===== config.mk =====
export PLATFORM = sky130hd
export DESIGN_NAME = alu_arbiter
export DESIGN_NICKNAME = d
export VERILOG_FILES = /design/src/rtl/alu_arbiter_pkg.sv /design/src/rtl/alu_arbiter_rr.sv /design/src/rtl/alu_arbiter.sv
export SDC_FILE = /design/constraint.sdc
export NUM_CORES = 1
export LEC_CHECK = 0
export ABC_AREA = 1
export CAP_MARGIN = 0
export CORE_AREA = 2 2 110 112
export CTS_CLUSTER_DIAMETER = 150
export CTS_CLUSTER_SIZE = 24
export DETAILED_ROUTE_END_ITERATION = 8
export DIE_AREA = 0 0 112 114
export PLACE_DENSITY_LB_ADDON = 0.12
export SLEW_MARGIN = 30
export SYNTH_ARGS = -nofsm -noshare
export SYNTH_HDL_FRONTEND = slang
export SYNTH_SLANG_ARGS = --single-unit

===== constraint.sdc =====
create_clock -name clk -period 3 [get_ports clk]
set_input_delay 0.6 -clock clk [delete_from_list [all_inputs] [get_ports clk]]
set_output_delay 0.6 -clock clk [all_outputs]
set_load 0.005 [all_outputs]

===== src/rtl/alu_arbiter_pkg.sv =====
// Shared constants and types for the ALU arbiter slice.
//   XLEN      : datapath width
//   OP_W      : ALU operation code width
//   REQ_ID_W  : width of the requester id on the response bus
//   req_id_e  : requester ids (execute stage, branch/address unit)
//   ALU_*     : ALU operation codes
package alu_arbiter_pkg;

  localparam int unsigned XLEN     = 32;
  localparam int unsigned OP_W     = 4;
  localparam int unsigned REQ_ID_W = 1;

  typedef enum logic [REQ_ID_W-1:0] {
    REQ_EXEC   = 1'b0,
    REQ_BRANCH = 1'b1
  } req_id_e;

  localparam logic [OP_W-1:0] ALU_ADD  = 4'd0;
  localparam logic [OP_W-1:0] ALU_SUB  = 4'd1;
  localparam logic [OP_W-1:0] ALU_AND  = 4'd2;
  localparam logic [OP_W-1:0] ALU_OR   = 4'd3;
  localparam logic [OP_W-1:0] ALU_XOR  = 4'd4;
  localparam logic [OP_W-1:0] ALU_SLL  = 4'd5;
  localparam logic [OP_W-1:0] ALU_SRL  = 4'd6;
  localparam logic [OP_W-1:0] ALU_SRA  = 4'd7;
  localparam logic [OP_W-1:0] ALU_SLT  = 4'd8;
  localparam logic [OP_W-1:0] ALU_SLTU = 4'd9;

endpackage


===== src/rtl/alu_arbiter_rr.sv =====
// rr_arbiter2: two-way round-robin grant logic with a priority pointer.
//   clk, rst_n   : clock, asynchronous active-low reset
//   en           : a grant may be issued this cycle
//   valid0/1     : requests from requester 0 / 1
//   grant0/1     : one-hot (or zero) grant, combinational
//   grant_id     : id of the granted requester (0 when no grant)
//   grant_any    : some requester is granted this cycle
module rr_arbiter2
  import alu_arbiter_pkg::*;
(
  input  logic                clk,
  input  logic                rst_n,
  input  logic                en,
  input  logic                valid0,
  input  logic                valid1,
  output logic                grant0,
  output logic                grant1,
  output logic [REQ_ID_W-1:0] grant_id,
  output logic                grant_any
);

  req_id_e ptr;

  always_comb begin
    grant0 = 1'b0;
    grant1 = 1'b0;
    if (en) begin
      if (valid0 && valid1) begin
        grant0 = (ptr == REQ_EXEC);
        grant1 = (ptr == REQ_BRANCH);
      end else begin
        grant0 = valid0;
        grant1 = valid1;
      end
    end
    grant_any = grant0 | grant1;
    grant_id  = grant1 ? REQ_BRANCH : REQ_EXEC;
  end

  // The pointer only moves on contended grants, and then favours the loser.
  always_ff @(posedge clk or negedge rst_n) begin
    if (!rst_n) begin
      ptr <= REQ_EXEC;
    end else if (en && valid0 && valid1) begin
      ptr <= grant0 ? REQ_BRANCH : REQ_EXEC;
    end
  end

endmodule


===== src/rtl/alu_arbiter.sv =====
// alu_arbiter: shares one combinational ALU between the execute stage
// (requester 0) and the branch/address unit (requester 1), with a one-deep
// registered response tagged by requester id.
//   reqN_valid/ready, reqN_in_0/1, reqN_op, reqN_inv_zero : requester N
//   alu_in_0/1, alu_operation, alu_inv_zero               : to the ALU
//   alu_out, alu_zero                                     : from the ALU
//   resp_valid/ready, resp_id, resp_out, resp_zero        : response bus
module alu_arbiter
  import alu_arbiter_pkg::*;
(
  input  logic            clk,
  input  logic            rst_n,
  input  logic            req0_valid,
  output logic            req0_ready,
  input  logic [XLEN-1:0] req0_in_0,
  input  logic [XLEN-1:0] req0_in_1,
  input  logic [OP_W-1:0] req0_op,
  input  logic            req0_inv_zero,
  input  logic            req1_valid,
  output logic            req1_ready,
  input  logic [XLEN-1:0] req1_in_0,
  input  logic [XLEN-1:0] req1_in_1,
  input  logic [OP_W-1:0] req1_op,
  input  logic            req1_inv_zero,
  output logic [XLEN-1:0] alu_in_0,
  output logic [XLEN-1:0] alu_in_1,
  output logic [OP_W-1:0] alu_operation,
  output logic            alu_inv_zero,
  input  logic [XLEN-1:0] alu_out,
  input  logic            alu_zero,
  output logic            resp_valid,
  input  logic            resp_ready,
  output logic            resp_id,
  output logic [XLEN-1:0] resp_out,
  output logic            resp_zero
);

  logic                slot_free;
  logic                grant_en;
  logic                grant0;
  logic                grant1;
  logic                grant_any;
  logic [REQ_ID_W-1:0] grant_id;

  assign slot_free = !resp_valid || resp_ready;
  // rst_n gates the grant so both readies read 0 throughout reset.
  assign grant_en  = slot_free && rst_n;

  rr_arbiter2 u_rr (
    .clk       (clk),
    .rst_n     (rst_n),
    .en        (grant_en),
    .valid0    (req0_valid),
    .valid1    (req1_valid),
    .grant0    (grant0),
    .grant1    (grant1),
    .grant_id  (grant_id),
    .grant_any (grant_any)
  );

  assign req0_ready = grant0;
  assign req1_ready = grant1;

  always_comb begin
    alu_in_0      = req0_in_0;
    alu_in_1      = req0_in_1;
    alu_operation = req0_op;
    alu_inv_zero  = req0_inv_zero;
    if (grant1) begin
      alu_in_0      = req1_in_0;
      alu_in_1      = req1_in_1;
      alu_operation = req1_op;
      alu_inv_zero  = req1_inv_zero;
    end
  end

  // resp_valid is the EMPTY/FULL state; a grant wins over a drain so that
  // back-to-back operations keep the register full.
  always_ff @(posedge clk or negedge rst_n) begin
    if (!rst_n) begin
      resp_valid <= 1'b0;
      resp_id    <= 1'b0;
      resp_out   <= '0;
      resp_zero  <= 1'b0;
    end else if (grant_any) begin
      resp_valid <= 1'b1;
      resp_id    <= grant_id;
      resp_out   <= alu_out;
      resp_zero  <= alu_zero;
    end else if (resp_ready) begin
      resp_valid <= 1'b0;
    end
  end

endmodule


==> flow_summary.toml, run 1 <==
[outcome]
outcome = "finished, final reports clean"

[critical_path]
arrival_ns = 2.34
crit_family = "buffers and inverters"
crit_path_end_kind = "output port"
cp_cell_sequence = "clkdlybuf4s50_1 > inv_1 > a21oi_4 > nand2_8 > clkinv_8 > clkbuf_16 > nand2_1 > nand2_1 > clkdlybuf4s50_1"
startpoint = "resp_ready"
slowest_stage = "clkdlybuf4s50_1"
cp.buffers_inverters = 5
required_ns = 2.40
rr_startpoint = "resp_valid"
path_class = "in -> out"
max_stage_delay_ns = 0.51
rr_worst_depth = 8
crit_fanout = 12
cp-endpoint = "alu_in_0[18]"
critical_path_cell_count = 9
reg2reg_to = "resp_out[24]"
r2r_setup_slack_ns = 1.34
cp-start-kind = "primary input"

[grt]
grt_max_degree = 51
grt_first_pass_wirelength_mm = 17.2
first_global_vias = 3198
antenna_found_initial = 0
track_usage_pct = 16.7
overflow = 0

[cells_and_area]
final_common_cell = "nand2_1"
finalInstanceArea_mm2 = 0.00581
syn_to_final_growth_pct = 151
drive_gt1_share_pct = 5.61
num_antenna_cells = 0
mostFrequentLayoutCells = "281 x nand2_1, 226 x clkdlybuf4s50_1, 54 x dlymetal6s2s_1, 36 x dfrtp_1, 35 x nand3_1"
final_nets = 852

[hold_path]
hold_class = "in -> async"

[detailed_routing]
routed-via-count = 3452
route.detailed.drc = 0
dr.pass1.iters = 6
drt-initial-drc-count = 194
ant_nets = 0
wirelength_mm = 12.0
viasPerCell = 4.19
wl_per_cell_um = 14.6

[logic_synthesis]
synthDistinctLibCells = 11
yosysTopAreaCell = "nand2_1"
yosys.area.top_type_share_pct = 45.8
synth_nets = 563
syn_area_per_cell_um2 = 5.97
ys_seq_area_share_pct = 39.0
ys_seq_elements = 36
yosysWarnings = 0
synthTopCellsByArea = "nand2_1 46%, dfrtp_1 39%, nand3_1 7.6%"
syn-cell-area_mm2 = 0.00231
synthCells = 387

[power_and_ir_drop]
pwr_density_cell_mw_per_mm2 = 421
power_leakage_uw = 0.00325
ir_worst_vdd_mv = 0.292
power_uw = 2450

[die]
die_w_um = 112
start_util_pct = 19.7
die_area_mm2 = 0.0128
io_pins = 282
num_rows = 40
core_area_mm2 = 0.0117
die_y_um = 114

[timing]
hold_violations = 0
holdWs_ns = 0.376
fmax_mhz = 340
setup_violations = 0
min_period_ns = 2.94
period_share_pct = 98.0
slew_viol_final = 0
finClkSkew_ns = 0.00957
worst_pin_slew_ns = 0.477
slew_headroom_pct = 68.2
grt_setup_unrepaired = "true"

[placement]
postPlaceCellArea_mm2 = 0.00535
routabilityCongestion = 0.900
io_buffers = 281
place_hpwl_mm = 9.21

[clock_network]
cts-hold-fix-buffers = 0
cts_tree = "built"
cts_buffers = 5
ctsRootBufferMaster = "clkbuf_16"
clk_path_buf_depth = 2
insertion_delay_ns = 0.28
clk_pin_slew_worst_paths_ns = 0.06
cts_sinks = 36
htreeDepth = 2

[run]
drv_cap = 0
==> flip-flops by register name, indices dropped and copies added, names as in the netlist <==
register and cells:
resp_zero 1, resp_out 32, resp_valid 1, resp_id 1
u_rr.ptr 1
==> cells in the mapped netlist <==
| library cell | n |
|---|---|
| a21oi_1 | 1 |
| a21oi_4 | 1 |
| buf_1 | 4 |
| buf_2 | 19 |
| buf_4 | 1 |
| dfrtp_1 | 36 |
| inv_1 | 4 |
| inv_2 | 1 |
| nand2_1 | 282 |
| nand2_2 | 3 |
| nand3_1 | 35 |
==> power by group <==
part           internal (uW)  switching, uW  leakage [uW]  total, uW
logic                    788            447       0.00274       1230
clock network            310            193     0.0000681        503
registers                626           83.9      0.000442        710
total                   1720            724       0.00325       2450
==> per-stage QoR <==
| stage | instances | utilization, % | setup WS [ns] | setup TNS, ns |
|---|---|---|---|---|
| 2_1_floorplan | 387 | - | 1.05 | 0 |
| 3_3_place_gp | 805 | 45.6 | 0.0198 | 0 |
| 3_5_place_dp | 805 | 45.6 | 0.0140 | 0 |
| 4_1_cts | 813 | 46.8 | 0.0130 | 0 |
| 5_1_grt | 824 | 49.6 | -0.00412 | -0.00873 |
| 6_report | 824 | 49.6 | 0.0612 | 0 |
==> layer usage <==
layer / global-route usage (%) / up-vias / part of all wire, %
met5: 0 / - / 0
met4: 3.01 / 0 / 1.1
met3: 4.62 / 10 / 7.4
met2: 28.9 / 156 / 51
met1: 21.1 / 1527 / 41
li1: - / 1759 / -
==> worst min path at each step <==
| stage | depth (start not counted) | from | slack [ns] | to |
|---|---|---|---|---|
| after global placement | 2 | resp_id | 0.46 | resp_id |
| after global routing | 2 | rst_n | 0.42 | resp_out[9] |
| after detailed placement | 2 | resp_id | 0.47 | resp_id |
| after floorplan | 0 | rst_n | 0.30 | resp_id |
| final | 2 | rst_n | 0.38 | resp_out[7] |
| after CTS | 2 | rst_n | 0.40 | resp_out[6] |
==> layout make-up <==
type                            count  area [um^2]
Clock buffer                        7          133
Clock inverter                      1         8.76
Fill cell                        1160         5900
Inverter                            5         31.3
Multi-Input combinational cell    322         1290
Sequential cell                    36          901
Tap cell                          147          184
Timing Repair Buffer              306         3260
==> repair_timing <==
item / CTS / global route
buffers inserted: 0 / 8
gates resized for setup: 0 / 67
setup endpoints to repair: 0 / 69
==> logic make-up (layout without fill, tap and decap cells) <==
group           count (synthesis)  in the layout  share of synthesized area, %
simple gates                  320            320                          54.2
flops                          36             36                          39.0
buf+inv                        29            319                          5.90
compound gates                  2              2                         0.920
==> worst reg2reg max path: stages (launching register included) <==
cell and delay, ns:
dfrtp_1 0.41, a21oi_4 0.10, buf_4 0.15, nand2_2 0.05, buf_4 0.36, nand2_2 0.15, buf_4 0.21, nand2_1 0.08
nand2_1 0.05
No activity file was read; power rests on OpenSTA's default activity.
==> run 2, diff against run 1 <==
--- a/config.mk
+++ b/config.mk
@@ -15,2 +15,3 @@
 export PLACE_DENSITY_LB_ADDON = 0.12
+export SKIP_CTS_REPAIR_TIMING = 1
 export SLEW_MARGIN = 30
--- a/constraint.sdc
+++ b/constraint.sdc
@@ -3,2 +3,2 @@
 set_output_delay 0.6 -clock clk [all_outputs]
-set_load 0.005 [all_outputs]
+set_load 0.02 [all_outputs]
==> run 2 against run 1 <==
Utilization down 1.2 points. Worst hold slack got worse by 0.00057 ns. Clock power is 4% higher. Via count decreased by 1.9%. Critical endpoint is now req0_ready.
==> flow_summary.toml, run 2 (synthesized netlist as in run 1, its figures left out) <==
[die]
die_area_mm2 = 0.0128
die_y_um = 114
num_rows = 40
die_w_um = 112
io_pins = 282
core_area_mm2 = 0.0117
start_util_pct = 19.7

[outcome]
outcome = "finished, final reports clean"

[critical_path]
path_class = "in -> out"
arrival_ns = 2.18
cp-start-kind = "primary input"
required_ns = 2.40
crit_fanout = 4
crit_path_end_kind = "output port"

[run]
drv_cap = 0

[detailed_routing]
route.detailed.drc = 0
wl_per_cell_um = 14.6
dr.pass1.iters = 4
viasPerCell = 4.17
ant_nets = 0
drt-initial-drc-count = 179
routed-via-count = 3386
wirelength_mm = 11.9

[clock_network]
cts_tree = "built"
cts_buffers = 5
ctsRootBufferMaster = "clkbuf_16"
clk_pin_slew_worst_paths_ns = 0.06
clk_path_buf_depth = 2
insertion_delay_ns = 0.27
cts_sinks = 36
htreeDepth = 2

[cells_and_area]
drive_gt1_share_pct = 4.06
final_common_cell = "nand2_1"
fin_util_pct = 48.4
mostFrequentLayoutCells = "282 x nand2_1, 210 x clkdlybuf4s50_1, 69 x dlymetal6s2s_1, 36 x dfrtp_1, 35 x nand3_1"
largest_reg_flops = 32
num_antenna_cells = 0
syn_to_final_growth_pct = 145
regMostFlops = "resp_out"
final_nets = 840
stdcell_count = 812
fillers = 1177

[grt]
grt_max_degree = 52
grt_first_pass_wirelength_mm = 17.5
first_global_vias = 3177
antenna_found_initial = 0
overflow = 0
track_usage_pct = 16.9

[power_and_ir_drop]
power_frac_clock_pct = 19.2
swShare_pct = 36.9
power_leakage_uw = 0.00332
p_sw_uw = 999
pwr_density_cell_mw_per_mm2 = 478
power_frac_seq_pct = 26.3
combPwrFrac_pct = 54.5
ir_worst_vdd_mv = 0.391
power.internal_uw = 1710

[timing]
min_period_ns = 2.78
setup_violations = 0
slew_viol_final = 0
grt_setup_unrepaired = "false"
fmax_mhz = 360
slew_headroom_pct = 69.1
finClkSkew_ns = 0.00507
period_share_pct = 92.5
hold_violations = 0
worst_pin_slew_ns = 0.464

[placement]
place_hpwl_mm = 9.41
routabilityCongestion = 0.851
io_buffers = 281
place_inst = 804

[hold_path]
hold_class = "in -> async"
run 2: area by class of cell:
cell class	count	area, um^2	share of cell area, %
sequential	36	901	15.9
clock buffer	7	143	2.52
timing repair buffer	294	3140	55.3
multi-input combinational	322	1280	22.6
tap	147	184	3.24
inverter	5	18.8	0.331
clock inverter	1	7.51	0.132
run 2: final timing paths:
check / from / end / slack (ns) / cells after the start
setup / recovery: req1_valid / req0_ready / 0.22 / 6
hold / removal: rst_n / resp_out[8] / 0.38 / 2
setup reg to reg: u_rr.ptr / resp_out[23] / 1.15 / 9
hold reg to reg: resp_id / resp_id / 0.48 / 2
max in group asynchronous: rst_n / resp_out[3] / 2.30 / 2
min in group clk: resp_id / resp_id / 0.48 / 2
run 2: routing by layer:
layer | wire length [um] | track usage [%] | up-vias
met1 | 4830 | 21.0 | 1494
met4 | 182 | 3.66 | 0
met5 | 0 | 0 | -
met2 | 5810 | 29.3 | 158
met3 | 1030 | 4.94 | 10
li1 | - | - | 1724
run 2: critical path: stages:
cell,delay [ns]
clkdlybuf4s50_1,0.47
buf_4,0.17
a21oi_1,0.16
nand2_2,0.08
inv_1,0.08
clkdlybuf4s50_1,0.62
run 2: per-stage QoR:
stage                     power [uW]  TNS (ns)  hold slack, ns  worst slack, ns  cell area, um^2
after floorplan                 1370         0           0.304            0.938             2310
after global placement          2220     -1.84           0.461          -0.0553             5350
after detailed placement        2230     -2.82           0.468          -0.0802             5350
after CTS                       2770     -2.78           0.398          -0.0788             5500
after global routing            2880         0           0.433           0.0994             5670
final                           2710         0           0.375            0.225             5670
run 2: power by group through the flow:
stage	clock (uW)	combinational, uW	sequential [uW]
finish	522	1480	712
global route	560	1590	732
CTS	537	1520	715
detailed placement	0	1510	715
global placement	0	1500	719
floorplan	0	487	879
